[config.mk]
export PLATFORM = sky130hd
export DESIGN_NAME = mp3dec_seq_ctrl
export DESIGN_NICKNAME = d
export VERILOG_FILES = /design/src/rtl/mp3dec_pkg.sv /design/src/rtl/mp3dec_seq_ctrl.sv
export SDC_FILE = /design/constraint.sdc
export NUM_CORES = 1
export LEC_CHECK = 0
export ABC_AREA = 1
export CORE_MARGIN = 10
export CORE_UTILIZATION = 51
export CTS_CLUSTER_DIAMETER = 60
export DETAILED_ROUTE_END_ITERATION = 16
export PLACE_DENSITY = 0.84
export SLEW_MARGIN = 10
export SYNTH_ARGS = -nofsm -noshare
export SYNTH_HDL_FRONTEND = slang
export SYNTH_SLANG_ARGS = --single-unit
[constraint.sdc]
create_clock -name Clk -period 2.59 [get_ports Clk]
set_clock_uncertainty 0.05 [all_clocks]
set_input_delay 0.259 -clock Clk [delete_from_list [all_inputs] [get_ports Clk]]
set_output_delay 0.259 -clock Clk [all_outputs]
set_load 0.005 [all_outputs]
[src/rtl/mp3dec_pkg.sv]
// Shared definitions for the MP3 decode sequencer: state encodings and
// default timing constants.
package mp3dec_pkg;

    typedef enum logic [2:0] {
        ST_IDLE     = 3'd0,
        ST_RESET    = 3'd1,
        ST_WAIT_RDY = 3'd2,
        ST_PRIME    = 3'd3,
        ST_RUN      = 3'd4,
        ST_STALL    = 3'd5,
        ST_DRAIN    = 3'd6,
        ST_ERROR    = 3'd7
    } seq_state_e;

    localparam int unsigned RST_CYCLES_DEF   = 16;
    localparam int unsigned QUIET_CYCLES_DEF = 64;

endpackage

[src/rtl/mp3dec_seq_ctrl.sv]
// MP3 decode stream sequencer: reset/prime/run/drain control with FIFO gating.
// Optional RUN watchdog enabled by defining MP3DEC_SEQ_TIMEOUT_EN.
module mp3dec_seq_ctrl
    import mp3dec_pkg::*;
#(
    parameter int LVL_W        = 10,
    parameter int RST_CYCLES   = RST_CYCLES_DEF,
    parameter int QUIET_CYCLES = QUIET_CYCLES_DEF,
    parameter int CNT_W        = 16
) (
    input  logic             Clk,
    input  logic             Rst,
    input  logic             cmd_start,
    input  logic             cmd_stop,
    input  logic             eos,
    input  logic [LVL_W-1:0] prime_lvl,
    input  logic [LVL_W-1:0] low_lvl,
    input  logic [LVL_W-1:0] ififo_lvl,
    input  logic [LVL_W-1:0] ofifo_lvl,
    input  logic             fifo_rst_busy,
    input  logic             ofifo_wr,
    output logic             fifo_rst,
    output logic             dec_rst,
    output logic             dec_en,
    output logic [2:0]       state,
    output logic             busy,
    output logic             evt_underrun,
    output logic             evt_done,
    output logic             evt_timeout
);

    localparam logic [2:0] S_IDLE     = ST_IDLE;
    localparam logic [2:0] S_RESET    = ST_RESET;
    localparam logic [2:0] S_WAIT_RDY = ST_WAIT_RDY;
    localparam logic [2:0] S_PRIME    = ST_PRIME;
    localparam logic [2:0] S_RUN      = ST_RUN;
    localparam logic [2:0] S_STALL    = ST_STALL;
    localparam logic [2:0] S_DRAIN    = ST_DRAIN;
    localparam logic [2:0] S_ERROR    = ST_ERROR;

    localparam logic [CNT_W-1:0] CNT_MAX  = '1;
    localparam logic [CNT_W-1:0] RST_LAST = CNT_W'(RST_CYCLES - 1);
    localparam logic [CNT_W-1:0] QUIET_C  = CNT_W'(QUIET_CYCLES);

    function automatic logic [CNT_W-1:0] sat_inc(input logic [CNT_W-1:0] v);
        return (v == CNT_MAX) ? v : v + CNT_W'(1);
    endfunction

    logic [2:0]       state_q, state_d;
    logic [CNT_W-1:0] cnt_q, cnt_d, cnt_inc;
    logic             fifo_rst_q, fifo_rst_d;
    logic             dec_rst_q, dec_rst_d;
    logic             dec_en_q, dec_en_d;
    logic             busy_q, busy_d;
    logic             underrun_q, underrun_d;
    logic             done_q, done_d;
    logic             timeout_d;
    logic             lvl_ok;

    // PRIME and STALL share the same release condition.
    assign lvl_ok  = (ififo_lvl >= prime_lvl) || eos;
    assign cnt_inc = sat_inc(cnt_q);

    always_comb begin
        state_d    = state_q;
        cnt_d      = cnt_q;
        underrun_d = 1'b0;
        done_d     = 1'b0;
        timeout_d  = 1'b0;
        case (state_q)
            S_IDLE: begin
                if (cmd_start) begin
                    state_d = S_RESET;
                    cnt_d   = '0;
                end
            end
            S_RESET: begin
                cnt_d = cnt_inc;
                if (cnt_q == RST_LAST) state_d = S_WAIT_RDY;
            end
            S_WAIT_RDY: begin
                if (!fifo_rst_busy) state_d = S_PRIME;
            end
            S_PRIME: begin
                if (lvl_ok) begin
                    state_d = S_RUN;
                    cnt_d   = '0;
                end
            end
            S_RUN: begin
                if (eos && (ififo_lvl == '0)) begin
                    state_d = S_DRAIN;
                    cnt_d   = '0;
                end else if (ififo_lvl < low_lvl) begin
                    state_d    = S_STALL;
                    underrun_d = 1'b1;
                end
`ifdef MP3DEC_SEQ_TIMEOUT_EN
                else begin
                    cnt_d = ofifo_wr ? '0 : cnt_inc;
                    if (!ofifo_wr && (cnt_inc == CNT_MAX)) begin
                        state_d   = S_ERROR;
                        timeout_d = 1'b1;
                    end
                end
`endif
            end
            S_STALL: begin
                if (lvl_ok) state_d = S_RUN;
            end
            S_DRAIN: begin
                cnt_d = ofifo_wr ? '0 : cnt_inc;
                // Counter value is the number of consecutive write-free cycles seen.
                if (!ofifo_wr && (cnt_inc >= QUIET_C) && (ofifo_lvl == '0)) begin
                    state_d = S_IDLE;
                    done_d  = 1'b1;
                end
            end
            S_ERROR: begin
                if (cmd_start) begin
                    state_d = S_RESET;
                    cnt_d   = '0;
                end
            end
            default: state_d = S_IDLE;
        endcase
        // Abort overrides every other transition and suppresses event pulses.
        if (cmd_stop && (state_q != S_IDLE)) begin
            state_d    = S_IDLE;
            underrun_d = 1'b0;
            done_d     = 1'b0;
            timeout_d  = 1'b0;
        end
    end

    // Outputs are decoded from the next state so they register with the transition.
    always_comb begin
        fifo_rst_d = (state_d == S_RESET);
        dec_rst_d  = (state_d == S_IDLE) || (state_d == S_RESET) ||
                     (state_d == S_WAIT_RDY) || (state_d == S_ERROR);
        dec_en_d   = (state_d == S_RUN) || (state_d == S_DRAIN);
        busy_d     = (state_d != S_IDLE);
    end

    always_ff @(posedge Clk or posedge Rst) begin
        if (Rst) begin
            state_q    <= S_IDLE;
            cnt_q      <= '0;
            fifo_rst_q <= 1'b0;
            dec_rst_q  <= 1'b1;
            dec_en_q   <= 1'b0;
            busy_q     <= 1'b0;
            underrun_q <= 1'b0;
            done_q     <= 1'b0;
        end else begin
            state_q    <= state_d;
            cnt_q      <= cnt_d;
            fifo_rst_q <= fifo_rst_d;
            dec_rst_q  <= dec_rst_d;
            dec_en_q   <= dec_en_d;
            busy_q     <= busy_d;
            underrun_q <= underrun_d;
            done_q     <= done_d;
        end
    end

`ifdef MP3DEC_SEQ_TIMEOUT_EN
    logic timeout_q;

    always_ff @(posedge Clk or posedge Rst) begin
        if (Rst) begin
            timeout_q <= 1'b0;
        end else begin
            timeout_q <= timeout_d;
        end
    end

    assign evt_timeout = timeout_q;
`else
    logic unused_timeout;
    assign unused_timeout = timeout_d;
    assign evt_timeout    = 1'b0;
`endif

    assign state        = state_q;
    assign fifo_rst     = fifo_rst_q;
    assign dec_rst      = dec_rst_q;
    assign dec_en       = dec_en_q;
    assign busy         = busy_q;
    assign evt_underrun = underrun_q;
    assign evt_done     = done_q;

endmodule

; Word level (Yosys, flattened, before mapping)
; Index checks and enable logic that the tools add are counted.
[totals]
ff_bits = 25
output_inout_bits = 10
[op_classes]
eq_ne = 17
n_reduce_logical = 20
mux = 22
order_cmp = 3
add_sub_neg = 1
[ops]
columns = cell, n
row1 = $mux 16, 5
row2 = $pmux 16 s5, 1
row3 = $mux 3, 8
row4 = $eq 3x3->1 const B, 7
row5 = $logic_not 10->1, 2
row6 = $pmux 3 s6, 1
row7 = $add 16x1->16 const B, 1
row8 = $eq 16x16->1 const B, 1
row9 = $eq 16x4->1 const B, 1
row10 = $ge 16x7->1 const B, 1
row11 = $ge 10x10->1, 1
row12 = $lt 10x10->1, 1
row13 = $eq 3x2->1 const B, 3
row14 = $mux 1, 7
row15 = $eq 3x1->1 const B, 2
row16 = $logic_not 3->1, 2
row17 = $reduce_bool 3->1, 2
row18 = $logic_or 1x1->1, 5
row19 = $reduce_bool 5->1, 1
row20 = $logic_and 1x1->1, 4
row21 = $ne 2x2->1 const B, 2
row22 = $reduce_and 4->1, 1
row23 = $reduce_or 2->1, 2
row24 = $ne 2x1->1 const B, 1
row25 = $logic_not 1->1, 1

; Longest topological paths before layout
[depth]
word_depth = 12
mapped_depth = 19
mapped_depth_nobuf = 19

; Least setup slack after synthesis
; OpenSTA, ideal clock, no wires.
[synth_timing]
path_type = register to register
start = register cnt_q[0]
end = register busy_q, in the netlist busy
path_stages_with_launch = 19
arrival_ps = 1789
required_ps = 2421
setup_time_ps = 119
synth_period_minus_slack_ps = 1957
path_slack_ps = 633
cell_sequence = dfrtp_1 ha_1 nand3_2 inv_2 nand2_2 nor2_4 nand2_2 nand2_1 nor2_1 nand2_1 nor2_1 nand2_1 nand2_2 nand2_2 nand3_2 nand2_1 nand2_2 nor2_1 nand2_1
[synth_via]
elab_chain_len = 9
word_cells_on_any_way = 12
[synth_rtl]
columns = element, line_no
row1 = "start, declared", mp3dec_seq_ctrl.sv:50  ; logic [CNT_W-1:0] cnt_q, cnt_d, cnt_inc;
row2 = "start signal, assigned", mp3dec_seq_ctrl.sv:157  ; cnt_q <= cnt_d;
row3 = $add 16x1->16 / $eq 16x16->1 (equally long branches), mp3dec_seq_ctrl.sv:46  ; return (v == CNT_MAX) ? v : v + CNT_W'(1);
row4 = $mux 16, mp3dec_seq_ctrl.sv:46
row5 = $ge 16x7->1, mp3dec_seq_ctrl.sv:114  ; if (!ofifo_wr && (cnt_inc >= QUIET_C) && (ofifo_lvl == '0)) begin
row6 = $logic_and 1x1->1 (2 in a row), mp3dec_seq_ctrl.sv:114
row7 = $mux 3, mp3dec_seq_ctrl.sv:114
row8 = $pmux 3 s6 *, mp3dec_seq_ctrl.sv:70  ; case (state_q)
row9 = $mux 3 *, mp3dec_seq_ctrl.sv:128  ; if (cmd_stop && (state_q != S_IDLE)) begin
row10 = net state_d[1], mp3dec_seq_ctrl.sv:49  ; logic [2:0] state_q, state_d;
row11 = $reduce_bool 3->1 *, mp3dec_seq_ctrl.sv:142  ; busy_d = (state_d != S_IDLE);
row12 = net busy_d, mp3dec_seq_ctrl.sv:54  ; logic busy_q, busy_d;
row13 = "end signal, assigned", mp3dec_seq_ctrl.sv:161  ; busy_q <= busy_d;
row14 = "end, declared", mp3dec_seq_ctrl.sv:54
; Mark *: on every way through the listed nets, which the timed path passes. The rest lies on a longest branch.
; A chain may end at the register's enable or synchronous reset.

; Worst setup path after layout
[layout_timing]
start = input port prime_lvl[9]
end = register cnt_q[4]
[layout_via]
elab_chain_len = 4
[layout_rtl]
columns = element, line_no
row1 = "start, declared", mp3dec_seq_ctrl.sv:16  ; input logic [LVL_W-1:0] prime_lvl,
row2 = $ge 10x10->1, mp3dec_seq_ctrl.sv:61  ; assign lvl_ok = (ififo_lvl >= prime_lvl) || eos;
row3 = $logic_or 1x1->1, mp3dec_seq_ctrl.sv:61
row4 = $ne 2x2->1 (no source line), n/a
row5 = $reduce_and 4->1 (no source line), n/a
; Every way passes these cells.

==> results.yml <==
route:
  dr.pass1.iters: 5
  postRouteAntennaNets: 0
  wl_per_cell_um: 13.62
  route.detailed.drc: 0
  routed_wl_um: 6458
  first_iter_violations: 308
  avgViaCountPerCell: 5.310
  vias: 2517
critical_path:
  setup.worst_path.start_class: "input port"
  worstPathMaxFanout: 7
  rr_worst_depth: 18
  cp-end-kind: "flop"
  slowest_stage: "clkdlybuf4s50_1"
  cp.required_ps: 2750
  rr_startpoint: "cnt_q[0]"
  ff2ff_setup_slack_ps: 300
  crit_chain: "clkdlybuf4s50_1 > inv_1 > ha_1 > nand2_1 > nor2_1 > o211ai_1 > nand3_1 > nor2_1 > nand3_1 > nand2_2 > nor2_4 > nand3_1 > o21bai_1 > o21ai_1 > nor2_1"
  reg2reg_to: "dec_rst"
  slowest_delay_ps: 460
  worstPathArrival_ps: 2460
  path_class: "in -> reg"
clock_tree:
  path_clk_slew_ps: 90
  cts_tree: "built"
  htree_levels: 1
  cts_root_buf: "clkbuf_8"
  cts_buffers: 3
  cts_setup_buffers: 0
  clock-sinks: 25
  clk_latency_ps: 270
  max-clock-path-buffers: 2
floorplanning:
  io_pins: 57
  die_h_um: 88.08
  die_area_mm2: 0.007757
  die_w_um: 88.08
  start_util: 0.5354
  coreArea_mm2: 0.004414
  fp-row-count: 24
global_routing:
  track_usage: 0.1739
  grt_pass1_wl_um: 11280
  grt_antenna_before_repair: 0
  gr-total-overflow: 0
  grt_max_degree: 26
  grt_pass1_vias: 2342
final_layout:
  finalInstanceArea_mm2: 0.003033
  syn2layout_area_growth_pct: 28.32
  final_nets: 490
  final_common_cell: "nand2_1"
  drive_above_1_share: 0.1185
  fin_util: 0.6871
  final_cell_mix: "nand2_1, inv_1, clkdlybuf4s50_1"
  antenna_cells: 0
timing:
  rsz0062_at_grt: "no"
  fmax_ghz: 0.4342
  tns_ps: 0
  finalHoldViolations: 0
  fin_crit_sh: 0.8893
  setup_viol: 0
  layout_setup_ws_ps: 286.7
  fin_crit_ps: 2303
  final_max_slew_viol_count: 0
yosys:
  synth_xor_xnor_area_share: 0.003706
  synth-edff-count: 0
  synth-simple-area-share: 0.4034
  synth_seq_cells: 25
  synthAdderAreaFrac: 0.1059
  syn_inst: 363
  async_flop_share: 1.000
  synth_top_family_by_area: "simple AND/OR/NAND/NOR gates"
  synth_cell_type_count: 31
  muxShareOfSynthArea: 0
  yosys_most_used_dff: "dfrtp_1"
  syn_area_mm2: 0.002364
  syn_avg_cell_area_um2: 6.511
  synth_compound_gate_area_share: 0.1064
  ys_warn_count: 0
  ys_seq_area_frac: 0.2652
  synthesis.nets: 430
status:
  status: "finished clean"
pwr:
  power_density_mw_per_mm2: 424.0
  pwr-share-clk: 0.185
  intPower_w: 0.0007916
  leakage_nw: 1.568
  p_sw_frac: 0.3845
  power_frac_seq: 0.384
  irDropWorstVdd_uv: 369.2
  p_switching_w: 0.0004944
  pwr-share-comb: 0.431
  total_power_w: 0.001286
placed_design:
  post-place-ws_ps: 20.34
  port_buffers: 55
  gp_congestion: 0.9487
  placed_area_mm2: 0.002984
  post-dp-hpwl_um: 5368
min_path:
  min_path_type: "in -> async"
job:
  cap_violations: 0
-- repair_timing --
action                                  CTS  global route
hold buffers                              0             0
resized for setup                         0             1
endpoints found under the setup margin    0             1
-- power groups by stage --
stage | clock network [W] | logic, W | registers (W)
final | 0.000238 | 0.000554 | 0.000494
after global routing | 0.000257 | 0.000634 | 0.000503
after CTS | 0.000244 | 0.000555 | 0.000493
after detailed placement | 0 | 0.000551 | 0.000500
after global placement | 0 | 0.000540 | 0.000498
after floorplan | 0 | 0.000320 | 0.000493
-- layer usage --
layer | vias to the layer above | GRT usage | wire length (µm)
met5 | - | 0 | 0
met4 | 0 | 0.02996 | 73
met3 | 8 | 0.02971 | 501
met2 | 95 | 0.2844 | 3029
met1 | 1129 | 0.2364 | 2852
li1 | 1285 | - | -
-- how the worst max path moves through the flow --
stage	from	endpoint	slack [ps]	depth (start not counted)
after global placement	ififo_lvl[9]	cnt_q[4]	120	12
after global routing	cnt_q[0]	busy	50	18
after floorplan	cnt_q[0]	busy	630	18
final	prime_lvl[9]	cnt_q[4]	290	15
after detailed placement	prime_lvl[9]	cnt_q[4]	20	15
after CTS	cnt_q[0]	busy	260	18
-- final cells by class --
| class | instances | area (µm²) |
|---|---|---|
| multi-input cells | 268 | 1470 |
| fillers | 377 | 1381 |
| flip-flops and latches | 25 | 626.9 |
| repair buffers | 58 | 573.1 |
| inverters | 67 | 251.5 |
| well taps | 52 | 65.06 |
| clock buffers | 3 | 41.29 |
| clock inverters | 1 | 5.005 |
-- cells in the mapped netlist (3+ instances only) --
library cell	n	share of area
nor2_4	3	0.014
ha_1	20	0.11
nand4_1	11	0.029
nor4_1	6	0.016
inv_1	57	0.091
nand2_1	76	0.12
nor3_1	5	0.011
dfrtp_1	24	0.25
o21ai_0	15	0.032
nor2_1	46	0.073
nand3_1	25	0.053
a21oi_1	17	0.036
nand2_2	13	0.034
o21a_1	3	0.0095
inv_2	9	0.014
nor2_2	9	0.024
o21ai_1	3	0.0064
nand3_2	5	0.021
-- critical path: cells and delay by family --
family                     cells  cell delay, ps
buffers and inverters          2             500
and+or+nand+nor                9            1080
AOI/OAI and AO/OA              3             350
adders and majority gates      1             280
-- cells by family after synthesis --
logic type,count (synthesis)
other,1
buffers and inverters,70
DFF,25
xor gates and xnor gates,1
and+or+nand+nor,201
AOI/OAI and AO/OA,45
adders and majority gates,20
-- registers in the layout, indices dropped and copies added (netlist names) --
name	count
dec_en	1
evt_done	1
state	3
fifo_rst	1
dec_rst	1
evt_underrun	1
busy	1
cnt_q	16
-- through the flow --
stage / std cells / hold slack (ps)
floorplan: 363 / 235.6
global placement: 470 / 539.4
detailed placement: 470 / 553.5
CTS: 474 / 288.9
global route: 474 / 295.7
finish: 474 / 276.3
(Power assumes the default switching activity.)
